==> config.mk <==
export PLATFORM = sky130hd
export DESIGN_NAME = fft_stage_sequencer_flat
export DESIGN_NICKNAME = d
export VERILOG_FILES = /design/src/rtl/fft_stage_sequencer_if.sv /design/src/rtl/fft_stage_sequencer.sv /design/src/flat_wrapper.sv
export SDC_FILE = /design/constraint.sdc
export NUM_CORES = 1
export LEC_CHECK = 0
export ABC_AREA = 1
export ABC_CLOCK_PERIOD_IN_PS = 1300
export CAP_MARGIN = 20
export CORE_UTILIZATION = 46
export CTS_CLUSTER_SIZE = 16
export DETAILED_ROUTE_END_ITERATION = 8
export GPL_TIMING_DRIVEN = 1
export PLACE_DENSITY_LB_ADDON = 0.15
export SLEW_MARGIN = 20
export SYNTH_ARGS = -nofsm -noshare
export SYNTH_HDL_FRONTEND = slang
export SYNTH_SLANG_ARGS = --single-unit
==> constraint.sdc <==
create_clock -name clk_MAC -period 1.3 [get_ports clk_MAC]
set_input_delay 0.13 -clock clk_MAC [delete_from_list [all_inputs] [get_ports clk_MAC]]
set_output_delay 0.13 -clock clk_MAC [all_outputs]
set_load 0.05 [all_outputs]
==> src/rtl/fft_stage_sequencer_if.sv <==
// Control bus shared by the FFT top level (start/done side) and the stage sequencer,
// which in turn broadcasts MAC phase, stage and strobes to the butterfly banks.
interface fft_stage_sequencer_if;
  logic       start;
  logic       hold;
  logic       abort;
  logic [2:0] count;
  logic [2:0] count_reg;
  logic       flag;
  logic [2:0] stage;
  logic [2:0] tw_shift;
  logic       in_we;
  logic       stage_we;
  logic       busy;
  logic       done;

  modport master (
    output start, hold, abort,
    input  count, count_reg, flag, stage, tw_shift, in_we, stage_we, busy, done
  );

  modport slave (
    input  start, hold, abort,
    output count, count_reg, flag, stage, tw_shift, in_we, stage_we, busy, done
  );
endinterface

==> src/rtl/fft_stage_sequencer.sv <==
// Steps the radix-2 butterfly array through NUM_STAGES stages of CNT_MAX+1 MAC phases,
// producing input-capture, result-latch and inter-stage write strobes plus start/done handshake.
module fft_stage_sequencer #(
  parameter int NUM_STAGES = 5,
  parameter int CNT_MAX    = 5
) (
  input  logic                  clk_MAC,
  input  logic                  rst,
  fft_stage_sequencer_if.slave  bus
);

  localparam logic [2:0] CntLast   = 3'(CNT_MAX);
  localparam logic [2:0] StageLast = 3'(NUM_STAGES - 1);

  typedef enum logic [2:0] {
    IDLE,
    LOAD,
    MAC,
    LATCH,
    DONE
  } state_e;

  state_e     state_q;
  logic [2:0] count_q;
  logic [2:0] countReg_q;
  logic [2:0] stage_q;
  logic       inWe_q;
  logic       flag_q;
  logic       stageWe_q;
  logic       busy_q;
  logic       done_q;

  // Strobes default low every cycle so each is a one-cycle pulse; abort overrides every state.
  always_ff @(posedge clk_MAC or posedge rst) begin
    if (rst) begin
      state_q    <= IDLE;
      count_q    <= '0;
      countReg_q <= '0;
      stage_q    <= '0;
      inWe_q     <= 1'b0;
      flag_q     <= 1'b0;
      stageWe_q  <= 1'b0;
      busy_q     <= 1'b0;
      done_q     <= 1'b0;
    end else begin
      countReg_q <= count_q;
      inWe_q     <= 1'b0;
      flag_q     <= 1'b0;
      stageWe_q  <= 1'b0;
      done_q     <= 1'b0;
      if (bus.abort) begin
        state_q <= IDLE;
        count_q <= '0;
        stage_q <= '0;
        busy_q  <= 1'b0;
      end else begin
        case (state_q)
          IDLE: begin
            if (bus.start) begin
              state_q <= LOAD;
              count_q <= '0;
              stage_q <= '0;
              inWe_q  <= 1'b1;
              busy_q  <= 1'b1;
            end
          end
          LOAD: begin
            state_q <= MAC;
          end
          MAC: begin
            if (!bus.hold) begin
              if (count_q == CntLast) begin
                state_q   <= LATCH;
                count_q   <= '0;
                flag_q    <= 1'b1;
                stageWe_q <= 1'b1;
              end else begin
                count_q <= count_q + 3'd1;
              end
            end
          end
          LATCH: begin
            if (stage_q == StageLast) begin
              state_q <= DONE;
              done_q  <= 1'b1;
            end else begin
              state_q <= MAC;
              stage_q <= stage_q + 3'd1;
            end
          end
          DONE: begin
            state_q <= IDLE;
            stage_q <= '0;
            busy_q  <= 1'b0;
          end
          default: begin
            state_q <= IDLE;
            count_q <= '0;
            stage_q <= '0;
            busy_q  <= 1'b0;
          end
        endcase
      end
    end
  end

  assign bus.count     = count_q;
  assign bus.count_reg = countReg_q;
  assign bus.stage     = stage_q;
  assign bus.tw_shift  = StageLast - stage_q;
  assign bus.in_we     = inWe_q;
  assign bus.flag      = flag_q;
  assign bus.stage_we  = stageWe_q;
  assign bus.busy      = busy_q;
  assign bus.done      = done_q;

endmodule

==> src/flat_wrapper.sv <==
// flat-port wrapper written by rule: the top's interface ports become plain ports
module fft_stage_sequencer_flat 
#(
  parameter int NUM_STAGES = 5,
  parameter int CNT_MAX    = 5
)
  (clk_MAC, rst, bus_start, bus_hold, bus_abort, bus_count, bus_count_reg, bus_flag, bus_stage, bus_tw_shift, bus_in_we, bus_stage_we, bus_busy, bus_done);
  fft_stage_sequencer_if bus_i ();
  input  logic clk_MAC;
  input  logic rst;
  input wire logic [$bits(bus_i.start)-1:0] bus_start;
  input wire logic [$bits(bus_i.hold)-1:0] bus_hold;
  input wire logic [$bits(bus_i.abort)-1:0] bus_abort;
  output wire logic [$bits(bus_i.count)-1:0] bus_count;
  output wire logic [$bits(bus_i.count_reg)-1:0] bus_count_reg;
  output wire logic [$bits(bus_i.flag)-1:0] bus_flag;
  output wire logic [$bits(bus_i.stage)-1:0] bus_stage;
  output wire logic [$bits(bus_i.tw_shift)-1:0] bus_tw_shift;
  output wire logic [$bits(bus_i.in_we)-1:0] bus_in_we;
  output wire logic [$bits(bus_i.stage_we)-1:0] bus_stage_we;
  output wire logic [$bits(bus_i.busy)-1:0] bus_busy;
  output wire logic [$bits(bus_i.done)-1:0] bus_done;
  assign bus_i.start = bus_start;
  assign bus_i.hold = bus_hold;
  assign bus_i.abort = bus_abort;
  assign bus_count = bus_i.count;
  assign bus_count_reg = bus_i.count_reg;
  assign bus_flag = bus_i.flag;
  assign bus_stage = bus_i.stage;
  assign bus_tw_shift = bus_i.tw_shift;
  assign bus_in_we = bus_i.in_we;
  assign bus_stage_we = bus_i.stage_we;
  assign bus_busy = bus_i.busy;
  assign bus_done = bus_i.done;
  fft_stage_sequencer #(.NUM_STAGES(NUM_STAGES), .CNT_MAX(CNT_MAX)) u_core (.clk_MAC(clk_MAC), .rst(rst), .bus(bus_i));
endmodule
After elaboration in Yosys (flattened, before gate mapping)
Cells that the tools add are included.
{"block": "word_totals", "inputBits": 5, "register_bits": 16, "elab_cells": 59, "out_inout_bits": 17}
{"block": "classes", "n_reduce_logical": 8, "eq_ne": 13, "add_sub_neg": 3, "muxes": 27}
{"cell": "3-bit two-way mux", "n": 11}
{"cell": "3-bit case mux with 3 select lines", "n": 2}
{"cell": "1-bit two-way mux", "n": 12}
{"cell": "3-bit case mux with 4 select lines", "n": 1}
{"cell": "3-bit == test, second input constant", "n": 3}
{"cell": "3-bit != test, second input constant", "n": 3}
{"cell": "3-bit AND reduction", "n": 3}
{"cell": "3-bit by 1-bit adder with 3-bit output, second input constant", "n": 2}
{"cell": "3-bit by 2-bit == test with 1-bit output, second input constant", "n": 2}
{"cell": "2-bit by 1-bit != test with 1-bit output, second input constant", "n": 3}
{"cell": "3-bit OR reduction", "n": 2}
{"cell": "3-bit by 1-bit == test with 1-bit output, second input constant", "n": 1}
{"cell": "3-bit logical NOT", "n": 1}
{"cell": "3-bit by 2-bit != test with 1-bit output, second input constant", "n": 1}
{"cell": "3-bit subtractor, first input constant", "n": 1}
{"cell": "1-bit case mux with 2 select lines", "n": 1}
{"cell": "2-bit AND reduction", "n": 1}
{"cell": "2-bit OR reduction", "n": 1}

Longest topological paths before layout
Gate-level depths: netlist (run 1).
{"block": "depth", "ltp_word": 5, "ltp_mapped": 8, "depth_no_buf": 8}

Worst setup path after synthesis (run 1)
Ideal clock, no wire load.
{"block": "synth_timing", "path_kind": "reg-to-reg", "startpoint": "reg u_core.stage_q[0] (netlist: u_core.bus.stage[0])", "endpoint": "reg u_core.stage_q[1] (netlist: u_core.bus.stage[1])", "t_arrival_ps": 1608, "synth_period_minus_slack_ps": 1684, "n_path_buf": 0, "slack_ps": -384, "required_time_ps": 1223, "path_stages_with_launch": 5, "setup_ps": 77, "cell_sequence": "dfrtp_1 inv_1 ha_1 nand3_1 o21ai_1"}
{"block": "synth_via", "elab_chain_len": 4, "elab_cells_between_ends": 7, "classes_between": "1 x add/sub; 2 x eq/ne; 3 x mux; 1 x reduce/logical"}
{"item": "from (decl)", "line": "fft_stage_sequencer.sv:26", "text": "logic [2:0] stage_q;"}
{"item": "from (signal assigned)", "line": "fft_stage_sequencer.sv:88", "text": "stage_q <= stage_q + 3'd1;"}
{"item": "3-bit by 1-bit adder with 3-bit output", "line": "fft_stage_sequencer.sv:88"}
{"item": "3-bit two-way mux", "line": "fft_stage_sequencer.sv:83", "text": "if (stage_q == StageLast) begin"}
{"item": "3-bit case mux with 3 select lines", "line": "fft_stage_sequencer.sv:57", "text": "case (state_q)"}
{"item": "3-bit two-way mux", "line": "fft_stage_sequencer.sv:51", "text": "if (bus.abort) begin"}
Parallel ways exist; a longest one is shown, timed or not. The select of a mux whose other input is x is not followed.
A chain may end at the register's enable or synchronous reset.

Worst setup path after layout (run 1)
{"block": "layout_timing", "startpoint": "reg u_core.stage_q[0] (netlist: u_core.bus.stage[0])", "endpoint": "out bus_tw_shift[2]"}
{"block": "layout_via", "elab_chain_len": 1}
{"item": "3-bit subtractor", "line": "fft_stage_sequencer.sv:110", "text": "assign bus.tw_shift = StageLast - stage_q;"}
{"item": "to (decl)", "line": "flat_wrapper.sv:18", "text": "output wire logic [$bits(bus_i.tw_shift)-1:0] bus_tw_shift;"}
No other way between the ends.

==> results of run 1 <==
-- layout by cell type (no fill, tap or decap), drive strengths merged --
cell type / count
buf: 32
nand2: 28
dfrtp: 16
inv: 15
nor2: 11
nand3: 10
o21ai: 5
clkdlybuf4s50: 4
clkbuf: 4
ha: 3
nor3: 3
a21oi: 2
nand4: 1
xnor2: 1
-- metrics by stage --
step	utilization (%)	area, µm²	std cells
after floorplan	-	830	98
after global placement	81.1	1260	140
after detailed placement	81.1	1260	140
after CTS	85.2	1330	147
after global routing	90.0	1400	151
final	90.0	1400	151
-- routing by layer --
metal	wire [µm]	GRT usage, %	vias to the layer above
met5	0	0	-
met4	104	14.4	0
met3	176	5.42	13
met2	1310	40.6	48
met1	952	30.8	403
li1	-	-	379
-- logic make-up after synthesis --
logic type | count (synthesis) | share of synthesized area (%)
and+or+nand+nor | 53 | 29.6
DFF | 16 | 49.9
AOI/OAI and AO/OA | 7 | 4.37
xor gates and xnor gates | 1 | 1.09
adders and majority gates | 3 | 4.68
buffers and inverters | 18 | 10.3
-- final cells by class --
class                   instances  area share [%]
multi-input cells              64            27.7
clock buffers                   4            2.59
flip-flops and latches         16            28.9
repair buffers                 36            35.4
inverters                      15            4.01
well taps                      16            1.43
-- power groups by stage --
stage	Combinational [mW]	Clock (mW)	Sequential, mW
after floorplan	0.115	0	0.594
after global placement	0.274	0	0.557
after global routing	0.334	0.367	0.555
after CTS	0.289	0.331	0.547
final	0.315	0.352	0.552
after detailed placement	0.281	0	0.558
-- worst max-delay path by stage --
stage,from,endpoint,slack (ns),depth (start not counted)
global placement,bus_abort,u_core.bus.stage[0],-0.002,7
CTS,u_core.bus.stage[0],bus_tw_shift[2],-0.11,4
global route,u_core.bus.stage[0],bus_tw_shift[2],-0.16,4
finish,u_core.bus.stage[0],bus_tw_shift[2],-0.13,4
detailed placement,bus_abort,u_core.bus.stage[2],-0.08,8
floorplan,u_core.bus.stage[0],u_core.bus.stage[0],-0.04,7
-- worst reg2reg max path, stage by stage, from the launching register on --
cell and delay [ns]:
dfrtp_2 0.43, buf_4 0.16, ha_2 0.19, xnor2_1 0.13, nor3_2 0.17, nand2_1 0.10, nand2_1 0.07
-- what timing repair did --
action | in CTS | in global routing
gates resized for setup | 1 | 13
buffers inserted | 3 | 4
pin swaps | 1 | 5
setup endpoints to repair | 3 | 10
==> metrics.md, run 1 <==
| Metric | Value |
|---|---|
| Initial antenna violation count | `0` |
| DRC | `4` |
| Setup ws final | `-0.133 ns` |
| Crit. End Element | `output port` |
| CTS root buf | `clkbuf_4` |
| Internal | `0.826 mW` |
| R2R setup slack | `-0.01 ns` |
| Post-synth EDFFs | `0` |
| Post-synthesis net count | `106` |
| # hold bufs at CTS | `0` |
| Sequential standard cell area | `405 µm²` |
| Worst Skew | `0.00514 ns` |
| Required @ worst endpoint | `1.17 ns` |
| Most numerous cell in the Yosys netlist | `nand2_1` |
| CP Cell Sequence | `inv_2 -> ha_4 -> ha_4 -> buf_12` |
| WS Path Type | `register to output port` |
| R2R Path Start | `u_core.bus.stage[0]` |
| Fill cells | `59` |
| Max-slew violations | `0` |
| Seq/Total Area, Yosys | `49.9%` |
| Leakage | `0.690 nW` |
| Iter 0 DRT Violations | `40` |
| FFs w/ async S/R, synth | `100%` |
| Hold Path Class | `input port to asynchronous set/reset pin` |
| Main flop type after synthesis | `dfrtp_1` |
| Pwr dens | `868 mW/mm²` |
| Layout cell share with drive strength beyond 1 | `43.0%` |
| Antenna diode count | `0` |
| Seq pwr share | `45.3%` |
| Clk pin slew, worst setup/hold paths | `0.11 ns` |
| Largest net degree at the start of global routing | `17` |
| Max incr delay on CP | `0.39 ns` |
| Post-DP HPWL | `1370 µm` |
| Routed wire length per instance | `16.8 µm` |
| Multi-input gate area | `388 µm²` |
| DR vias | `843` |
| Number of synthesized register bits | `16` |
| Commonest cells post-synth | `28 x nand2_1, 16 x dfrtp_1, 14 x inv_1` |
| Drt pass-1 iters | `6` |
| WP buf/inv | `2` |
| Part of the power in combinational logic | `25.8%` |
| Switching share of total power | `32.2%` |
| CTS sink cnt | `16` |
| Port bufs | `21` |
| Worst IR drop on VDD | `637 µV` |
| Startpoint types | `register` |
| Synth top area cells | `dfrtp_1 50%, nand2_1 13%, inv_1 6.6%` |
| Final-report hold violation count | `0` |
| Clock power share | `28.9%` |
| Total Wirelength | `2540 µm` |
| Largest delay share family, worst path | `adder cells` |
| NumNets Final | `144` |
| Area grow syn2layout | `74.9%` |
| ANT nets after route | `0` |
| # H-tree levels | `1` |
| Rows | `14` |
| Yosys warnings | `0` |
| Mean Syn Cell Area | `8.18 µm²` |
| Final period utilization | `110%` |
| Inserted Clock Buffers | `3` |
| Die area | `0.00191 mm²` |
| Crit path max fanout | `2` |
| Final worst path period need | `1.43 ns` |
| Worst R2R Path Depth | `6` |
| Placer congestion estimate | `0.888` |
| Share of the synthesized area in the top cell type | `49.9%` |
| Failing checks | `design-rule violations, negative setup slack` |
| Clk_lat worst skew | `0.30 ns` |
| CTS Buffer Depth | `2` |
| Critical path data arrival time | `1.30 ns` |
| FMAX | `698 MHz` |
| Outcome | `finished, violations left` |
| GR Util All Layers | `25.1%` |
| Critical R2R Capture | `u_core.bus.stage[2]` |
| RSZ-0062 raised after global routing | `yes` |
| Initial core utilization | `51.4%` |
| Critical path's most frequent cell | `ha_4` |
| Overall power | `1.22 mW` |
| CTS tree | `built` |
| Distinct cells, synth | `17` |
| Hold slack | `0.147 ns` |
| Switching Power | `0.392 mW` |
| Max FFs per register | `6` |
| Core Region | `0.00156 mm²` |
| Die Y | `43.8 µm` |
| Slowest cell on the critical path | `dfrtp_2` |
| Mapped cell area | `802 µm²` |
| Slew at the pin closest to its max-slew limit | `0.332 ns` |
| Pre-CTS setup slack | `-0.0808 ns` |
| Setup total negative slack | `-0.147 ns` |
| Chip width | `43.8 µm` |
| Number of global-route vias before repair | `740` |
| I/O pins | `22` |
| Routed vias/inst | `5.58` |
| Max_cap viols | `0` |
| First-pass GRT wire length | `3380 µm` |
| Total grt overflow | `0` |
| Relative slew slack | `77.9%` |
| Final setup fails | `3` |
| Synth area leader | `dfrtp_1` |
| Cell count after synthesis | `98` |
Note: power is estimated with default switching activity, not from simulation.
==> run 2: changes to the inputs <==
Settings changed: GPL_ROUTABILITY_DRIVEN set to 1.
==> results of run 2 <==
No change in the layout: final DEF, timing and power equal those of run 1.
==> run 3: changes to the inputs <==
Settings changed: CORE_MARGIN set to 4, REMOVE_ABC_BUFFERS set to 1.
==> metrics.md, run 3 (synthesis results as in run 1) <==
| Metric | Value |
|---|---|
| Setup total negative slack | `-0.0946 ns` |
| ANT nets after route | `0` |
| GR Util All Layers | `16.6%` |
| Clk_lat worst skew | `0.29 ns` |
| R2R Path Start | `u_core.state_q[2]` |
| Clock power share | `27.8%` |
| Leakage | `0.668 nW` |
| Max_cap viols | `0` |
| Switching Power | `0.348 mW` |
| Failing checks | `negative setup slack` |
| Final worst path period need | `1.39 ns` |
| Leading cell type in the layout, fill and taps excluded | `nand2_1` |
| Die Y | `49.8 µm` |
| Initial antenna violation count | `0` |
| Final Non-Filler Cells | `146` |
| Slew at the pin closest to its max-slew limit | `0.314 ns` |
| Iter 0 DRT Violations | `28` |
| Clk pin slew, worst setup/hold paths | `0.10 ns` |
| Switching share of total power | `29.9%` |
| # H-tree levels | `1` |
| RSZ-0062 raised after global routing | `yes` |
| Area grow syn2layout | `66.3%` |
| Final period utilization | `107%` |
| Internal | `0.815 mW` |
| Crit path max fanout | `2` |
| Most frequent cells in the layout | `28 x nand2_1, 17 x buf_12, 15 x dfrtp_1` |
| Total Wirelength | `1960 µm` |
| # hold bufs at CTS | `0` |
| Part of the power in combinational logic | `25.2%` |
| Critical path's most frequent cell | `ha_4` |
| Outcome | `finished, violations left` |
| Antenna diode count | `0` |
| CP Cell Sequence | `inv_2 -> ha_4 -> ha_4 -> buf_12` |
| Pwr dens | `872 mW/mm²` |
| First-pass GRT wire length | `3130 µm` |
| Core Region | `0.00158 mm²` |
| Crit. End Element | `output port` |
| WS Path Type | `register to output port` |
| Port bufs | `21` |
| Number of global-route vias before repair | `685` |
| Max-slew violations | `0` |
| CTS Buffer Depth | `2` |
| Slowest cell on the critical path | `dfrtp_1` |
| Startpoint types | `register` |
| Worst R2R Path Depth | `8` |
| Total grt overflow | `0` |
| Post-Route Utilization | `84.6%` |
| Placer congestion estimate | `0.807` |
| CTS root buf | `clkbuf_4` |
| Chip width | `49.8 µm` |
| Critical path data arrival time | `1.26 ns` |
| Die area | `0.00248 mm²` |
| Setup crit start | `u_core.bus.stage[0]` |
| Layout cell share with drive strength beyond 1 | `34.6%` |
| Max FFs per register | `6` |
| Routed wire length per instance | `13.4 µm` |
| Post-DP HPWL | `1420 µm` |
| Required @ worst endpoint | `1.17 ns` |
| Placed insts | `141` |
| I/O pins | `22` |
| DR vias | `781` |
| Hold Path Class | `input port to asynchronous set/reset pin` |
| Setup ws final | `-0.0946 ns` |
| Pre-CTS setup slack | `-0.0882 ns` |
| Worst IR drop on VDD | `730 µV` |
| DRC | `0` |
| Initial core utilization | `50.9%` |
| Rows | `14` |
| Relative slew slack | `79.0%` |
| NumNets Final | `139` |
| Max incr delay on CP | `0.37 ns` |
| Inserted Clock Buffers | `3` |
| Final-report hold violation count | `0` |
| Final setup fails | `1` |
| Seq pwr share | `47.0%` |
| Routed vias/inst | `5.35` |
| FMAX | `717 MHz` |
| Largest net degree at the start of global routing | `17` |
| Drt pass-1 iters | `4` |
| Worst Skew | `0.0121 ns` |
| CTS sink cnt | `16` |
| CTS tree | `built` |
==> run 3: cell count changes in the layout (fill, tap and decap cells not counted), sizes merged <==
| cell | previous run | this run |
|---|---|---|
| buf | 32 | 27 |
==> run 3: worst max-delay path: cells and delay by family, from the launching register on <==
family	cells	cell delay (ns)
buffers and inverters	2	0.19
DFF	1	0.37
adders and majority gates	2	0.42
==> run 3: path summary, 6_finish.rpt <==
kind	to	slack, ns
hold reg to reg	u_core.bus.count_reg[2]	0.54
min in group clk_MAC	u_core.bus.in_we	0.43
max in group asynchronous	u_core.state_q[2]	0.96
hold / removal	u_core.bus.flag	0.14
setup reg to reg	u_core.bus.count[1]	0.04
setup / recovery	bus_tw_shift[2]	-0.09
==> run 3: power groups by stage <==
| stage | registers, mW | clock network (mW) | logic [mW] |
|---|---|---|---|
| detailed placement | 0.555 | 0 | 0.274 |
| global route | 0.549 | 0.365 | 0.315 |
| global placement | 0.554 | 0 | 0.270 |
| finish | 0.546 | 0.324 | 0.293 |
| floorplan | 0.599 | 0 | 0.0977 |
| CTS | 0.546 | 0.328 | 0.283 |
==> run 3: routing by layer <==
layer	share of wire [%]	track usage (%)	vias up	routed length (µm)
li1	-	-	369	-
met3	8.3	4.22	12	163
met4	4.4	5.53	0	86
met5	0	0	-	0
met1	36	18.6	354	698
met2	52	30.2	46	1010
==> run 3: final cells by class <==
class	count	area [µm²]
timing repair buffer	31	455
sequential	16	402
multi-input combinational	64	364
fill	86	243
inverter	15	56.3
clock buffer	4	36.3
tap	16	20.0
==> run 3: stage by stage <==
step	cell area, µm²	hold WS [ns]	total power, mW
final	1330	0.138	1.16
after global routing	1330	0.167	1.23
after CTS	1310	0.152	1.16
after detailed placement	1240	0.462	0.830
after global placement	1240	0.452	0.824
after floorplan	776	0.0437	0.696
==> run 3: repair_timing <==
action                     CTS  global route
setup buffers                1             1
hold endpoints to repair     0             0
pin swaps                    1             4
setup endpoints to repair    3             9
gates resized for setup      5             6
==> RTL change 1 (config.mk and constraints of run 1) <==
Re-encode `state_e` (5 states) as one-hot, 5 bits wide.
--- a/src/rtl/fft_stage_sequencer.sv
+++ b/src/rtl/fft_stage_sequencer.sv
@@ -13,10 +13,10 @@
   localparam logic [2:0] StageLast = 3'(NUM_STAGES - 1);
 
-  typedef enum logic [2:0] {
-    IDLE,
-    LOAD,
-    MAC,
-    LATCH,
-    DONE
+  typedef enum logic [4:0] {
+    IDLE  = 5'b00001,
+    LOAD  = 5'b00010,
+    MAC   = 5'b00100,
+    LATCH = 5'b01000,
+    DONE  = 5'b10000
   } state_e;
 
Function: same outputs for any inputs over 10 cycles, from zero or initial values and one cycle with rst high; not proved beyond that.
==> RTL change 1 against run 1 <==
- the flow finishes with violations (negative setup slack)
- synthesized cell count grew 12%
- worst setup slack gained 0.021 ns
- global-route usage shrank 2.4 points
- critical path depth is the same
- synthesized area grew 18%
- sequential cell count grew 2
- cell count grew 14%
- die area grew 18%
- power grew 4.8%
- cell area grew 12%
- clock power shrank 3%
- wire length shrank 0.98%
==> RTL change 1: results (changes against run 1) <==
clock tree buffer depth = 2 (unchanged)
antenna violations before repair = 0 (unchanged)
Reg2Reg Setup Slack = -0.05 ns (-0.04 ns)
outcome = finished with violations
max reg flops = 6 (unchanged)
# fillers = 123 (+110%)
synth warn = 0 (unchanged)
fin worst setup slack = -0.113 ns (+0.0206 ns)
Synth top cells by count = 24 x nand2_1, 17 x dfrtp_1, 11 x inv_1, 11 x nor2_1, 8 x nand3_1
Post-synth EDFFs = 0 (unchanged)
Detailed Routing Iterations Pass 1 = 4 (-2)
nets = 154 (+6.9%)
Avg Cell Area, Syn = 8.63 µm² (+5.5%)
Main synth FF type = dfrtp_1
Worst Hold Class = primary input to async pin
CP max stage cell = dfrtp_2
vias in the first global route = 788 (+6.5%)
post-place setup slack = -0.0936 ns (-0.0127 ns)
Vias = 909 (+7.8%)
H-tree levels = 1 (unchanged)
violations in the final reports = negative setup slack
CTS clk-pin slew, worst paths = 0.10 ns
Hold Buf Count CTS = 0 (unchanged)
Antenna diodes = 0 (unchanged)
count of different cell masters after synthesis = 20 (+3)
FFs w/ async S/R, synth = 100% (unchanged)
syn nets = 118 (+11%)
Routed WL per cell = 14.6 µm (-13%)
Crit path largest cell delay = 0.38 ns
DP HPWL = 1.65 mm (+21%)
GRT Util Overall = 22.7% (-2.4 points)
VDD IR max = 1.12 mV (+75%)
Register-to-Register Path Depth = 8 (+2)
CTS buffer count = 3 (unchanged)
Setup violations, final = 8 (+5)
Leak = 0.740 nW (+7.2%)
Clock Skew = 0.00714 ns (+0.00200 ns)
Final Non-Filler Cells = 172 (+14%)
largest net degree at the start of global routing = 19 (+2)
Skew-Pair Late Insertion Delay = 0.30 ns (about the same)
Clk Tree Root Cell = clkbuf_4
WP data arrival = 1.28 ns (-0.02 ns)
sequential fraction of the synthesis area = 47.6% (-2.4 points)
Rel. slew slack = 80.8% (+2.9 points)
first-pass GRT wire length = 3.38 mm (unchanged)
Placed Instances = 162 (+16%)
layout cell share with drive strength beyond 1 = 48.3% (+5.3 points)
crit-path max FO = 2 (unchanged)
top cells by area, synth = dfrtp_1 45%, nand2_1 9.5%, nand4_1 4.6%, inv_1 4.3%, nor2_1 4.3%
Placer Congestion = 0.821 (-7.5%)
DR iter-0 viols = 22 (-45%)
PortBufs = 21 (unchanged)
## RTL change 1: critical path, delay by kind of cell (launching register included)
| kind | cells | cell delay (ns) |
|---|---|---|
| adder cells (fa/ha/maj) | 2 | 0.43 |
| buffers and inverters | 2 | 0.19 |
| flip-flops | 1 | 0.38 |
## RTL change 1: final timing paths
check                                         start                      end
worst max-delay path            u_core.bus.stage[0]          bus_tw_shift[2]
worst min-delay path                            rst  u_core.bus.count_reg[0]
worst max register to register    u_core.state_q[0]      u_core.bus.count[0]
worst min register to register  u_core.bus.count[0]  u_core.bus.count_reg[0]
max in group asynchronous                       rst        u_core.state_q[0]
min in group clk_MAC                      bus_start        u_core.state_q[1]
## RTL change 1: metal layers
metal / part of all wire (%) / up-vias / global-route usage (%)
li1: - / 424 / -
met1: 39 / 436 / 29.2
met2: 51 / 36 / 35.3
met3: 6.2 / 13 / 7.92
met4: 3.5 / 0 / 8.57
met5: 0 / - / 0
## RTL change 1: power by group
group | leakage, nW | internal (mW) | total (mW) | switching [mW]
sequential | 0.236 | 0.589 | 0.616 | 0.0273
combinational | 0.483 | 0.131 | 0.318 | 0.188
clock | 0.0210 | 0.171 | 0.342 | 0.171
total | 0.740 | 0.890 | 1.28 | 0.386
## RTL change 1: cell type report
| class | count | area [µm²] | share of cell area, % |
|---|---|---|---|
| flip-flops and latches | 18 | 459 | 29.3 |
| well taps | 27 | 33.8 | 2.16 |
| clock buffers | 4 | 36.3 | 2.32 |
| multi-input cells | 76 | 503 | 32.1 |
| inverters | 14 | 55.1 | 3.52 |
| repair buffers | 33 | 478 | 30.5 |
## RTL change 1: timing repair
item | 4_1_cts | 5_1_grt
pin swaps | 6 | 10
endpoints found under the setup margin | 7 | 11
resized for setup | 4 | 12
buffers inserted | 3 | 3
## RTL change 1: cells by family after synthesis
family / Yosys count / share of synthesized area (%)
XOR/XNOR: 1 / 0.922
AO/OA/AOI/OAI: 3 / 1.58
AND/OR/NAND/NOR: 69 / 38.9
flip-flops: 18 / 47.6
adder cells (fa/ha/maj): 3 / 3.95
buffers and inverters: 16 / 7.11
## RTL change 1: through the flow
stage	utilization, %	cell area, µm²	hold WS, ns	setup TNS, ns
final	80.6	1570	0.140	-0.389
after global routing	80.6	1570	0.156	-0.962
after CTS	77.3	1500	0.148	-0.146
after detailed placement	73.8	1430	0.458	-0.371
after global placement	73.8	1430	0.445	-0.198
after floorplan	-	988	0.0675	-0.0734
==> RTL change 2 (settings of run 1) <==
Without the edit above. Make the reset (`rst`) synchronous in one clocked block.
--- a/src/rtl/fft_stage_sequencer.sv
+++ b/src/rtl/fft_stage_sequencer.sv
@@ -32,5 +32,5 @@
 
   // Strobes default low every cycle so each is a one-cycle pulse; abort overrides every state.
-  always_ff @(posedge clk_MAC or posedge rst) begin
+  always_ff @(posedge clk_MAC) begin
     if (rst) begin
       state_q    <= IDLE;
Behaviour: differs if rst is asserted again (counterexample within 4 cycles, from zero or initial values and one cycle with rst high); with rst held inactive, the same outputs for 10 cycles.
==> RTL change 2 against run 1 <==
- the run ends with negative setup slack left
- via count fell by 6.8%
- non-clock buffer count down 6
- cell area decreased by 8.5%
- sequential cell count stayed put
- first-iteration DRC count decreased by 5.0%
- cell count increased by 1.3%
- worst setup slack gained 0.051 ns
- sequential power fell by 5.4%
- power down 9.4%
- synthesized area down 3.3%
- hold slack better by 0.27 ns
- wire length is 27% lower
- largest cell class unchanged
- largest power group unchanged
- highest routed layer unchanged
==> RTL change 2: results (changes against run 1) <==
Rel. slew slack = 81.8% (+3.9 points)
GRT Util Overall = 20.8% (-4.3 points)
outcome = finished with violations
first-pass GRT wire length = 2.87 mm (-15%)
DR iter-0 viols = 38 (-5.0%)
count of different cell masters after synthesis = 21 (+4)
adder-cell area share of the yosys netlist = 4.84% (+0.16 points)
GRT met2 Usage = 33.3% (-7.3 points)
fin worst setup slack = -0.0828 ns (+0.0506 ns)
Avg Cell Area, Syn = 7.25 µm² (-11%)
Non-clock buffer share = 34.9% (-0.52 points)
Antenna diodes = 0 (unchanged)
largest net degree at the start of global routing = 10 (-7)
die area = 0.00185 mm² (-3.1%)
multi-input combinational area share = 31.9% (+4.2 points)
met3 usage = 3.83% (-1.6 points)
clkbuf count = 3 (-1)
layout cell share with drive strength beyond 1 = 36.5% (-6.5 points)
Detailed Routing Iterations Pass 1 = 4 (-2)
post-cts resize count = 0 (-1)
Leak = 0.550 nW (-20%)
Combinational Power Share = 27.5% (+1.7 points)
syn nets = 115 (+8.5%)
setup_tns = -0.134 ns (+0.0123 ns)
post-CTS setup repair buffer count = 1 (-2)
clock network area share = 2.05% (-0.54 points)
violations in the final reports = negative setup slack
Logic power comb = 304 µW (-3%)
Worst Hold Class = primary input to flop
met1 WL = 777 µm (-18%)
Setup violations, final = 4 (+1)
sequential fraction of the synthesis area = 41.3% (-8.6 points)
VDD IR max = 0.917 mV (+44%)
register area = 329 µm² (-19%)
post-layout instance area = 0.00128 mm² (-8.5%)
Synth Area in Compound Gates = 3.71% (-0.66 points)
main combinational cell family by area after synthesis = simple AND/OR/NAND/NOR gates
Placer Congestion = 0.800 (-9.9%)
M1 GR Usage = 26.9% (-3.9 points)
Vias = 786 (-6.8%)
DP HPWL = 1.41 mm (+3.3%)
top cells by area, synth = dfxtp_1 41%, nor2_1 11%, nand2_1 11%, inv_1 5.3%, ha_1 4.8%
Synth Area in XOR/XNOR = 0% (-1.1 points)
WL met2 = 922 µm (-30%)
switch share = 31.7% (-0.50 points)
WL final = 1.85 mm (-27%)
Area after DPL = 0.00124 mm² (-2.1%)
Logic inverters = 13 (-2)
FFs w/ async S/R, synth = 0% (-100 points)
vias per cell = 5.14 (-8.0%)
RR Startpoint = u_core.bus.stage[0]
DRC Markers = 0 (-4)
RTL change 2: changes by cell type after synthesis, moves of 3 or more:
cell,delta
dfrtp_1,-16
nand2_1,-6
o21ai_0,-3
inv_1,-3
nand2_2,+4
nor2_1,+14
nand3_2,-3
dfxtp_1,+16
RTL change 2: worst paths after layout:
path	cells past startpoint	to	slack, ns
setup reg to reg	7	u_core.bus.stage[2]	-0.02
hold / removal	2	u_core.bus.stage_we	0.41
hold reg to reg	2	u_core.bus.busy	0.50
setup / recovery	4	bus_tw_shift[2]	-0.08
RTL change 2: critical path: stages, from the launching register on:
cell and delay (ns):
dfxtp_4 0.37, inv_4 0.04, ha_4 0.15, ha_4 0.27, buf_12 0.12
RTL change 2: kinds of logic (layout without fill, tap and decap cells):
group / Yosys count / in the layout
simple gates: 66 / 66
buf+inv: 17 / 47
flops: 16 / 16
compound gates: 5 / 5
fa+ha+maj: 3 / 3
